### config.mk
export PLATFORM = sky130hd
export DESIGN_NAME = regfile_port_arbiter
export DESIGN_NICKNAME = d
export VERILOG_FILES = /design/src/rtl/regfile_port_arbiter.sv
export SDC_FILE = /design/constraint.sdc
export NUM_CORES = 1
export LEC_CHECK = 0
export ABC_CLOCK_PERIOD_IN_PS = 3200
export CORE_AREA = 2 2 95 97
export CTS_BUF_LIST = sky130_fd_sc_hd__clkbuf_4 sky130_fd_sc_hd__clkbuf_8 sky130_fd_sc_hd__clkbuf_16
export DETAILED_ROUTE_END_ITERATION = 8
export DIE_AREA = 0 0 97 99
export PLACE_DENSITY = 0.75
export REMOVE_ABC_BUFFERS = 1
export SYNTH_ARGS = -nofsm -noshare
export SYNTH_HDL_FRONTEND = slang
export SYNTH_SLANG_ARGS = --single-unit
export TNS_END_PERCENT = 1
### constraint.sdc
create_clock -name CLK -period 3.2 [get_ports CLK]
set_input_delay 0.96 -clock CLK [delete_from_list [all_inputs] [get_ports CLK]]
set_output_delay 0.96 -clock CLK [all_outputs]
set_load 0.01 [all_outputs]
### src/rtl/regfile_port_arbiter.sv
// regfile_port_arbiter: shares one lockstep register file (one read port and
// one en/index/data write-token port) between two clients, C0 and C1.
// Read and write ports are arbitrated independently. Once a winner stalls,
// its grant is locked until its transfer completes. When no client write is
// pending, a bubble token (en=0) keeps the write-token stream flowing.
// Optional build macro ARB_ROUND_ROBIN_EN: when defined, the favoured client
// alternates after each completed transfer. When undefined, C0 always wins
// an unlocked contest.
module regfile_port_arbiter #(
  parameter int width = 32,
  parameter int n     = 5
) (
  input  logic             CLK,
  input  logic             RST,
  // client 0 read
  input  logic [n-1:0]     C0_RD_REQ_WRITE,
  input  logic             C0_RD_REQ_WRITE_VALID,
  output logic             C0_RD_REQ_WRITE_CONSUMED,
  output logic [width-1:0] C0_RD_RESP_READ,
  output logic             C0_RD_RESP_READ_VALID,
  input  logic             C0_RD_RESP_READ_CONSUMED,
  // client 1 read
  input  logic [n-1:0]     C1_RD_REQ_WRITE,
  input  logic             C1_RD_REQ_WRITE_VALID,
  output logic             C1_RD_REQ_WRITE_CONSUMED,
  output logic [width-1:0] C1_RD_RESP_READ,
  output logic             C1_RD_RESP_READ_VALID,
  input  logic             C1_RD_RESP_READ_CONSUMED,
  // client 0 write
  input  logic [n-1:0]     C0_WR_INDEX_WRITE,
  input  logic [width-1:0] C0_WR_DATA_WRITE,
  input  logic             C0_WR_VALID,
  output logic             C0_WR_CONSUMED,
  // client 1 write
  input  logic [n-1:0]     C1_WR_INDEX_WRITE,
  input  logic [width-1:0] C1_WR_DATA_WRITE,
  input  logic             C1_WR_VALID,
  output logic             C1_WR_CONSUMED,
  // register file read port
  output logic [n-1:0]     RF_READ_REQ_WRITE,
  output logic             RF_READ_REQ_WRITE_VALID,
  input  logic             RF_READ_REQ_WRITE_CONSUMED,
  input  logic [width-1:0] RF_READ_RESP_READ,
  input  logic             RF_READ_RESP_READ_VALID,
  output logic             RF_READ_RESP_READ_CONSUMED,
  // register file write-token port
  output logic             RF_WRITE_EN_WRITE,
  output logic [n-1:0]     RF_WRITE_INDEX_WRITE,
  output logic [width-1:0] RF_WRITE_DATA_WRITE,
  output logic             RF_WRITE_VALID,
  input  logic             RF_WRITE_CONSUMED
);

  // Winner encoding: 0 = C0, 1 = C1.
  logic rd_lock, rd_gnt, rd_win, rd_win_vld, rd_done;
  logic wr_lock, wr_gnt, wr_win, wr_win_vld, wr_done;
`ifdef ARB_ROUND_ROBIN_EN
  logic rd_ptr, wr_ptr;
`endif

  // Read winner: a held grant first, then the lone valid client, then the favoured one.
  // NOTE: every always_comb output gets a default first so no path can infer a latch.
  always_comb begin
    rd_win = 1'b0;
    if (rd_lock)
      rd_win = rd_gnt;
    else if (C0_RD_REQ_WRITE_VALID && C1_RD_REQ_WRITE_VALID)
`ifdef ARB_ROUND_ROBIN_EN
      rd_win = rd_ptr;
`else
      rd_win = 1'b0;
`endif
    else
      rd_win = C1_RD_REQ_WRITE_VALID;
  end

  // Read routing: the winner talks to the register file and the loser sees idle handshakes.
  always_comb begin
    rd_win_vld                 = rd_win ? C1_RD_REQ_WRITE_VALID : C0_RD_REQ_WRITE_VALID;
    RF_READ_REQ_WRITE          = rd_win ? C1_RD_REQ_WRITE : C0_RD_REQ_WRITE;
    RF_READ_REQ_WRITE_VALID    = !RST && rd_win_vld;
    C0_RD_REQ_WRITE_CONSUMED   = !RST && !rd_win && RF_READ_REQ_WRITE_CONSUMED;
    C1_RD_REQ_WRITE_CONSUMED   = !RST &&  rd_win && RF_READ_REQ_WRITE_CONSUMED;
    C0_RD_RESP_READ            = RF_READ_RESP_READ;
    C1_RD_RESP_READ            = RF_READ_RESP_READ;
    C0_RD_RESP_READ_VALID      = !RST && !rd_win && RF_READ_RESP_READ_VALID;
    C1_RD_RESP_READ_VALID      = !RST &&  rd_win && RF_READ_RESP_READ_VALID;
    RF_READ_RESP_READ_CONSUMED = !RST && (rd_win ? C1_RD_RESP_READ_CONSUMED
                                                 : C0_RD_RESP_READ_CONSUMED);
    rd_done                    = RF_READ_RESP_READ_VALID && RF_READ_RESP_READ_CONSUMED;
  end

  // Read state: release and rotate on completion, lock the winner on a stall.
  // NOTE: state registers use non-blocking assignments and a synchronous reset
  // checked first, so a reset mid-lock simply drops the lock.
  always_ff @(posedge CLK) begin
    if (RST) begin
      rd_lock <= 1'b0;
      rd_gnt  <= 1'b0;
`ifdef ARB_ROUND_ROBIN_EN
      rd_ptr  <= 1'b0;
`endif
    end else if (rd_done) begin
      rd_lock <= 1'b0;
`ifdef ARB_ROUND_ROBIN_EN
      rd_ptr  <= ~rd_win;
`endif
    end else if (rd_win_vld) begin
      rd_lock <= 1'b1;
      rd_gnt  <= rd_win;
    end
  end

  // Write winner: same priority rule as the read side, on the write channels.
  always_comb begin
    wr_win = 1'b0;
    if (wr_lock)
      wr_win = wr_gnt;
    else if (C0_WR_VALID && C1_WR_VALID)
`ifdef ARB_ROUND_ROBIN_EN
      wr_win = wr_ptr;
`else
      wr_win = 1'b0;
`endif
    else
      wr_win = C1_WR_VALID;
  end

  // Write token: a real write from the winner, or a zeroed bubble when nothing is pending.
  always_comb begin
    wr_win_vld           = wr_win ? C1_WR_VALID : C0_WR_VALID;
    RF_WRITE_VALID       = !RST;
    RF_WRITE_EN_WRITE    = wr_win_vld;
    RF_WRITE_INDEX_WRITE = '0;
    RF_WRITE_DATA_WRITE  = '0;
    if (wr_win_vld) begin
      RF_WRITE_INDEX_WRITE = wr_win ? C1_WR_INDEX_WRITE : C0_WR_INDEX_WRITE;
      RF_WRITE_DATA_WRITE  = wr_win ? C1_WR_DATA_WRITE  : C0_WR_DATA_WRITE;
    end
    C0_WR_CONSUMED = !RST && !wr_win && RF_WRITE_CONSUMED && C0_WR_VALID;
    C1_WR_CONSUMED = !RST &&  wr_win && RF_WRITE_CONSUMED && C1_WR_VALID;
    wr_done        = RF_WRITE_CONSUMED && wr_win_vld;
  end

  // Write state: a consumed real write releases and rotates; a consumed bubble changes nothing.
  always_ff @(posedge CLK) begin
    if (RST) begin
      wr_lock <= 1'b0;
      wr_gnt  <= 1'b0;
`ifdef ARB_ROUND_ROBIN_EN
      wr_ptr  <= 1'b0;
`endif
    end else if (wr_done) begin
      wr_lock <= 1'b0;
`ifdef ARB_ROUND_ROBIN_EN
      wr_ptr  <= ~wr_win;
`endif
    end else if (wr_win_vld) begin
      wr_lock <= 1'b1;
      wr_gnt  <= wr_win;
    end
  end

endmodule

==> metrics.txt, run 1 <==
status complete, no violations; DRC viols 0; FMAX between 0.3 and 0.4 GHz; die area 0.00960 sq mm; PD cells around 220 mW/mm^2; first-pass GRT wire length approximately 16 mm; die width a little under 100 microns; MaxCap Viol Count 0; hold wc startpoint wr_gnt; WL/cell 26.6 microns; layout cells sized above 1 0.307; LEAKAGE 1.24 nW; Final Slew Violations 0; Worst Hold Depth 2; Register-to-Register Path Depth 5; hold_buf cts 0; PortBufs 146; Tmin final between 3 and 4 ns; Reg2Reg Setup Slack 1.85 ns; pre-CTS setup slack -0.788 ns; Min-Delay Endpoint wr_gnt; H-tree Lvls 1; P&R area growth vs syn 75.0%; Post-Syn Instances approximately 250; # rows 34; total of fill cells in the finished design between 900 and 1000; launching element type of the critical path primary input; slowest stage delay, CP ~0.21 ns; Synth Area in XOR/XNOR 0; worst-margin pin slew between 0.3 and 0.4 ns; worst setup margin 0.0194 ns; Critical R2R Capture rd_lock; kind of critical path primary input to output pin; area occupied by multi-input gates ~980 sq um; Post-Syn Area about 0.0016 sq mm; TritonCTS Buffers 3; Final setup viols 0; root buffer cell clkbuf_8; part of the cycle the worst path needs 0.994; synthesized flop and latch total 4; commonest non-fill, non-tap cell in the layout clkdlybuf4s50_1; CP arrival 2.22 ns; sequential area share after synthesis 0.0493; WP buf/inv 5; TritonCTS sink count 4; main combinational cell family by area after synthesis buffers and inverters; clk slew on worst S/H paths around 0.030 ns; Reg-to-Reg Start rd_lock; IO Pins roughly 240; Synth Warn # 0; antenna viol nets, final 0; Yosys cell types 37; clk_lat worst skew around 0.22 ns; antenna violations before repair 0; Hold Violations, Final 0; CP delay by family, top buffers and inverters; Via density roughly 5.0; setup TNS 0 ns; DP HPWL between 10 and 15 mm; CP endpoint kind output pin; vias in the first global route 2244; slowest cell on the critical path clkdlybuf4s15_2; register area 80.1 sq um; Die H around 100 microns; clock tree buffer depth 2; Layout Skew ~0.00010 ns; Synth Area in Simple Gates 0.213; syn_area_per_cell roughly 6.5 sq um; Peak VDD IR 0.164 mV; pin count of the biggest net entering global routing 38; CTS tree done; critical-path cell list clkdlybuf4s15_2 -> buf_6 -> nor3b_4 -> buf_4 -> buf_12 -> o21ai_1 -> a21oi_1 -> buf_2; CP Data Required Time ~2.2 ns; CP Max Fanout 15; RD Place Congestion ~0.95; hold crit path type flip-flop to flip-flop; GR Overflow Total 0; crit path from C0_WR_VALID; Detailed Route WL 12.1 mm; Layout Nets 474; unrepaired setup endpoints after global routing true; vias between 2000 and 2500; mux share of post-synthesis cell area 0.0562; Pre-antenna DRT Iters 4; Initial Utilization 0.190; DR iter-0 viols around 130; Compound-Gate Fraction of Synth Area 0.293; GRT Total Usage 0.238; Max-slew headroom 0.761; most frequent cells in the layout 91 x clkdlybuf4s50_1, 41 x buf_2, 36 x a21oi_1, 31 x nand3_1, 24 x buf_4; Core Footprint 0.00855 sq mm; Synth Area in Adders 0; ANT cells 0
==> layer usage <==
metal | up-vias | track usage | routed length [microns]
li1 | 1012 | - | -
met1 | 982 | 0.264 | 4420
met2 | 257 | 0.331 | 4780
met3 | 6 | 0.233 | 2700
met4 | 4 | 0.0152 | 29
met5 | - | 0.108 | 125
==> tightest hold or removal path, delay by kind of cell, from the launching register on <==
kind | cells | cell delay [ns]
DFF | 1 | 0.35
AOI/OAI and AO/OA | 2 | 0.18
==> layout make-up <==
class | count | share of cell area
multi-input cells | 156 | 0.343
repair buffers | 178 | 0.560
clock buffers | 3 | 0.0145
flip-flops and latches | 4 | 0.0282
inverters | 4 | 0.00616
well taps | 108 | 0.0475
==> stage by stage <==
| step | power, mW | hold slack, ns | cells | utilization | cell area (sq um) |
|---|---|---|---|---|---|
| final | 0.630 | 0.584 | 453 | 0.333 | 2840 |
| after global routing | 0.669 | 0.628 | 453 | 0.333 | 2840 |
| after CTS | 0.629 | 0.592 | 453 | 0.332 | 2840 |
| after detailed placement | 0.543 | 0.555 | 442 | 0.335 | 2860 |
| after global placement | 0.543 | 0.545 | 442 | 0.335 | 2860 |
| after floorplan | 0.211 | 0.491 | 164 | - | 1010 |
==> cells in the mapped netlist, drive strengths merged <==
cell type	number	area, sq um
a211oi	2	15.0
clkbuf	4	16.3
a31oi	1	6.26
o22ai	2	12.5
mux2i	2	20.0
o2111a	1	11.3
or3	1	6.26
nor2b	2	12.5
a221o	1	10.0
a221oi	1	8.76
o21ai	39	195
or3b	1	8.76
o2bb2ai	1	8.76
nand3	37	215
dfxtp	4	80.1
and4	1	8.76
nor3b	2	20.0
buf	81	599
inv	4	15.0
nor2	5	18.8
or2	2	12.5
nand2	6	22.5
nand2b	1	6.26
a21oi	40	200
and2	2	15.0
o311ai	1	8.76
mux2	5	71.3
==> timing repair <==
action / 4_1_cts / 5_1_grt
hold endpoints to repair: 0 / 0
buffers inserted: 6 / 0
gates cloned: 2 / 0
pin swaps: 19 / 16
endpoints found under the setup margin: 52 / 45
gates resized for setup: 208 / 21
==> cells by family after synthesis <==
| family | after synthesis |
|---|---|
| AOI/OAI and AO/OA | 89 |
| buffers and inverters | 89 |
| and+or+nand+nor | 60 |
| muxes | 7 |
| DFF | 4 |
==> how the worst max path moves through the flow <==
| stage | endpoint | slack, ns | cells past startpoint |
|---|---|---|---|
| after floorplan | RF_WRITE_EN_WRITE | -0.34 | 2 |
| after global placement | RF_WRITE_DATA_WRITE[1] | -0.78 | 7 |
| after detailed placement | RF_WRITE_DATA_WRITE[1] | -0.79 | 7 |
| after CTS | RF_WRITE_DATA_WRITE[23] | -0.10 | 8 |
| after global routing | RF_WRITE_DATA_WRITE[27] | -0.04 | 8 |
| final | RF_WRITE_INDEX_WRITE[0] | 0.02 | 8 |
==> sequential cells by signal, indices dropped and copies added, names as in the netlist <==
signal,flops
wr_lock,1
rd_lock,1
wr_gnt,1
rd_gnt,1
==> power by group <==
group | switching (mW) | internal (mW) | total (mW)
combinational | 0.204 | 0.257 | 0.461
clock | 0.0264 | 0.0802 | 0.107
sequential | 0.00800 | 0.0551 | 0.0630
Note: power is estimated with default switching activity, not from simulation.
==> run 2, diff against run 1 <==
- CTS_CLUSTER_DIAMETER: default -> 40
- CTS_CLUSTER_SIZE: default -> 8
==> results of run 2 <==
No change in the layout: final DEF, timing and power equal those of run 1.
==> run 3, diff against run 2 <==
- ABC_CLOCK_PERIOD_IN_PS: 3200 -> 3100
- CORE_AREA: 2 2 95 97 -> 2 2 93 95
- DIE_AREA: 0 0 97 99 -> 0 0 95 97
- PLACE_DENSITY: 0.75 -> 0.78
- clock period: 3.2 -> 3.1 ns (I/O delays scaled with it)
==> run 3 against run 2 <==
Effect of this change: setup slack got worse by 0.012 ns; first-iteration DRC count shrank 9.4%; clock power is 4% higher; wire length is 3.5% higher; clock-buffer cell count did not move; largest cell class unchanged; non-clock buffer count is 3 lower; total power increased by 8.3%; utilization is 3.0 points higher; cell area rose by 3.7%; register-to-register slack about the same; critical path type unchanged; critical endpoint is now RF_WRITE_DATA_WRITE[6]; sequential share of layout area shrank 0.099 points; combinational power grew 10%.
==> metrics.txt, run 3 (synthesis gave the netlist of run 1 again) <==
status complete, no violations; pin count of the biggest net entering global routing 39; FMAX ~0.32 GHz; die area slightly above 0.009 sq mm; Total Power between 0.6 and 0.7 mW; Core Footprint between 0.008 and 0.009 sq mm; CP most frequent cell buf_4; Layout Nets 471; vias approximately 2300; Tmin final 3.09 ns; Final setup viols 0; unrepaired setup endpoints after global routing true; clock group share of total power 0.162; CP endpoint kind output pin; PD cells between 200 and 250 mW/mm^2; Via density slightly above 5; kind of critical path primary input to output pin; switch share 0.387; layout cells sized above 1 0.316; worst-margin pin slew between 0.3 and 0.4 ns; clock tree buffer depth 2; # rows 33; DP HPWL about 10 mm; TritonCTS sink count 4; Layout Skew 0.0000994 ns; WL/cell about 28 microns; Post-Layout Cell Count between 400 and 500; part of the cycle the worst path needs 0.998; ANT cells 0; clk slew on worst S/H paths roughly 0.03 ns; die width 95 microns; Hold Violations, Final 0; CP Max Fanout 15; GR Overflow Total 0; DR iter-0 viols between 100 and 150; critical-path cell list buf_4 -> nor3b_4 -> buf_4 -> buf_12 -> o21ai_0 -> a21oi_1 -> buf_2; first-pass GRT wire length between 15 and 20 mm; hold crit path type flip-flop to flip-flop; CP Data Required Time roughly 2.2 ns; commonest non-fill, non-tap cell in the layout clkdlybuf4s50_1; MaxCap Viol Count 0; WP buf/inv 4; total of fill cells in the finished design 860; P&R area growth vs syn 81.4%; slowest stage delay, CP roughly 0.25 ns; Detailed Route WL 12.5 mm; Pre-antenna DRT Iters 4; CP delay by family, top buffers and inverters; antenna viol nets, final 0; worst setup margin about 0.0076 ns; pre-CTS setup slack -0.949 ns; clk_lat worst skew approximately 0.22 ns; Final Slew Violations 0; antenna violations before repair 0; TritonCTS Buffers 3; CP arrival roughly 2.2 ns; root buffer cell clkbuf_8; slowest cell on the critical path nor3b_4; launching element type of the critical path primary input; Gate power share 0.742; RD Place Congestion 0.886; P_int 0.419 mW; H-tree Lvls 1; final core utilization 0.362; sequential share of power 0.096; CTS tree done; PortBufs 146; GRT Total Usage 0.258; Die H 97 microns; vias in the first global route 2315; most frequent cells in the layout 91 x clkdlybuf4s50_1, 30 x nand3_1, 29 x a21oi_1, 24 x buf_2, 21 x o21ai_0; Psw roughly 0.26 mW; Hold Slack roughly 0.56 ns; Max-slew headroom 0.766; IO Pins around 240; LEAKAGE between 1 and 1.5 nW; DP Cell Count approximately 440; DRC viols 0; Peak VDD IR around 0.14 mV; Initial Utilization 0.200
run 3: cell count changes in the layout (fill, tap and decap cells not counted), moves of 3 or more:
cell / delta
buf_2: -17
clkbuf_2: +12
a21oi_1: -7
buf_4: -7
a21oi_2: +4
buf_12: +4
dlygate4sd2_1: +4
a21oi_4: +3
buf_6: -3
clkdlybuf4s15_2: +3
run 3: layer usage:
layer | routed length, microns | vias up | global-route usage | part of all wire
met2 | 4630 | 251 | 0.334 | 0.37
met4 | 200 | 2 | 0.0468 | 0.016
met5 | 69 | - | 0.0655 | 0.0055
li1 | - | 1001 | - | -
met1 | 5080 | 1030 | 0.338 | 0.41
met3 | 2500 | 13 | 0.192 | 0.20
run 3: area by class of cell:
| class | count | area, sq um | share of cell area |
|---|---|---|---|
| multi-input combinational | 156 | 1030 | 0.349 |
| sequential | 4 | 80.1 | 0.0272 |
| clock buffer | 3 | 41.3 | 0.0140 |
| timing repair buffer | 175 | 1650 | 0.560 |
| tap | 105 | 131 | 0.0446 |
| inverter | 4 | 15.0 | 0.00509 |
run 3: final timing paths:
check	start	end	slack (ns)	cells past startpoint
max	C0_WR_VALID	RF_WRITE_DATA_WRITE[6]	0.008	7
min	wr_gnt	wr_gnt	0.56	2
max reg2reg	rd_lock	rd_lock	1.85	4
min reg2reg	wr_gnt	wr_gnt	0.56	2
run 3: tightest hold or removal path, cell delays in order (launching register included):
cell and delay, ns:
dfxtp_1 0.33, a21oi_1 0.12, a211oi_1 0.05
run 3: repair_timing:
action	4_1_cts	5_1_grt
pin swaps	8	21
gates resized for setup	148	68
hold buffers	0	0
endpoints found under the setup margin	51	45
setup buffers	2	1
gates cloned	2	1
run 3: power by group through the flow:
stage               Sequential [mW]  Clock [mW]  Combinational (mW)
finish                       0.0653       0.111               0.507
detailed placement           0.0654           0               0.506
CTS                          0.0654       0.113               0.503
floorplan                    0.0626           0               0.155
global route                 0.0662       0.114               0.539
global placement             0.0645           0               0.505
run 3: through the flow:
stage	TNS, ns	area (sq um)
6_report	0	2950
3_5_place_dp	-36.44	2880
3_3_place_gp	-33.41	2880
4_1_cts	-4.01	3000
2_1_floorplan	-13.15	1010
5_1_grt	-0.00557	2950
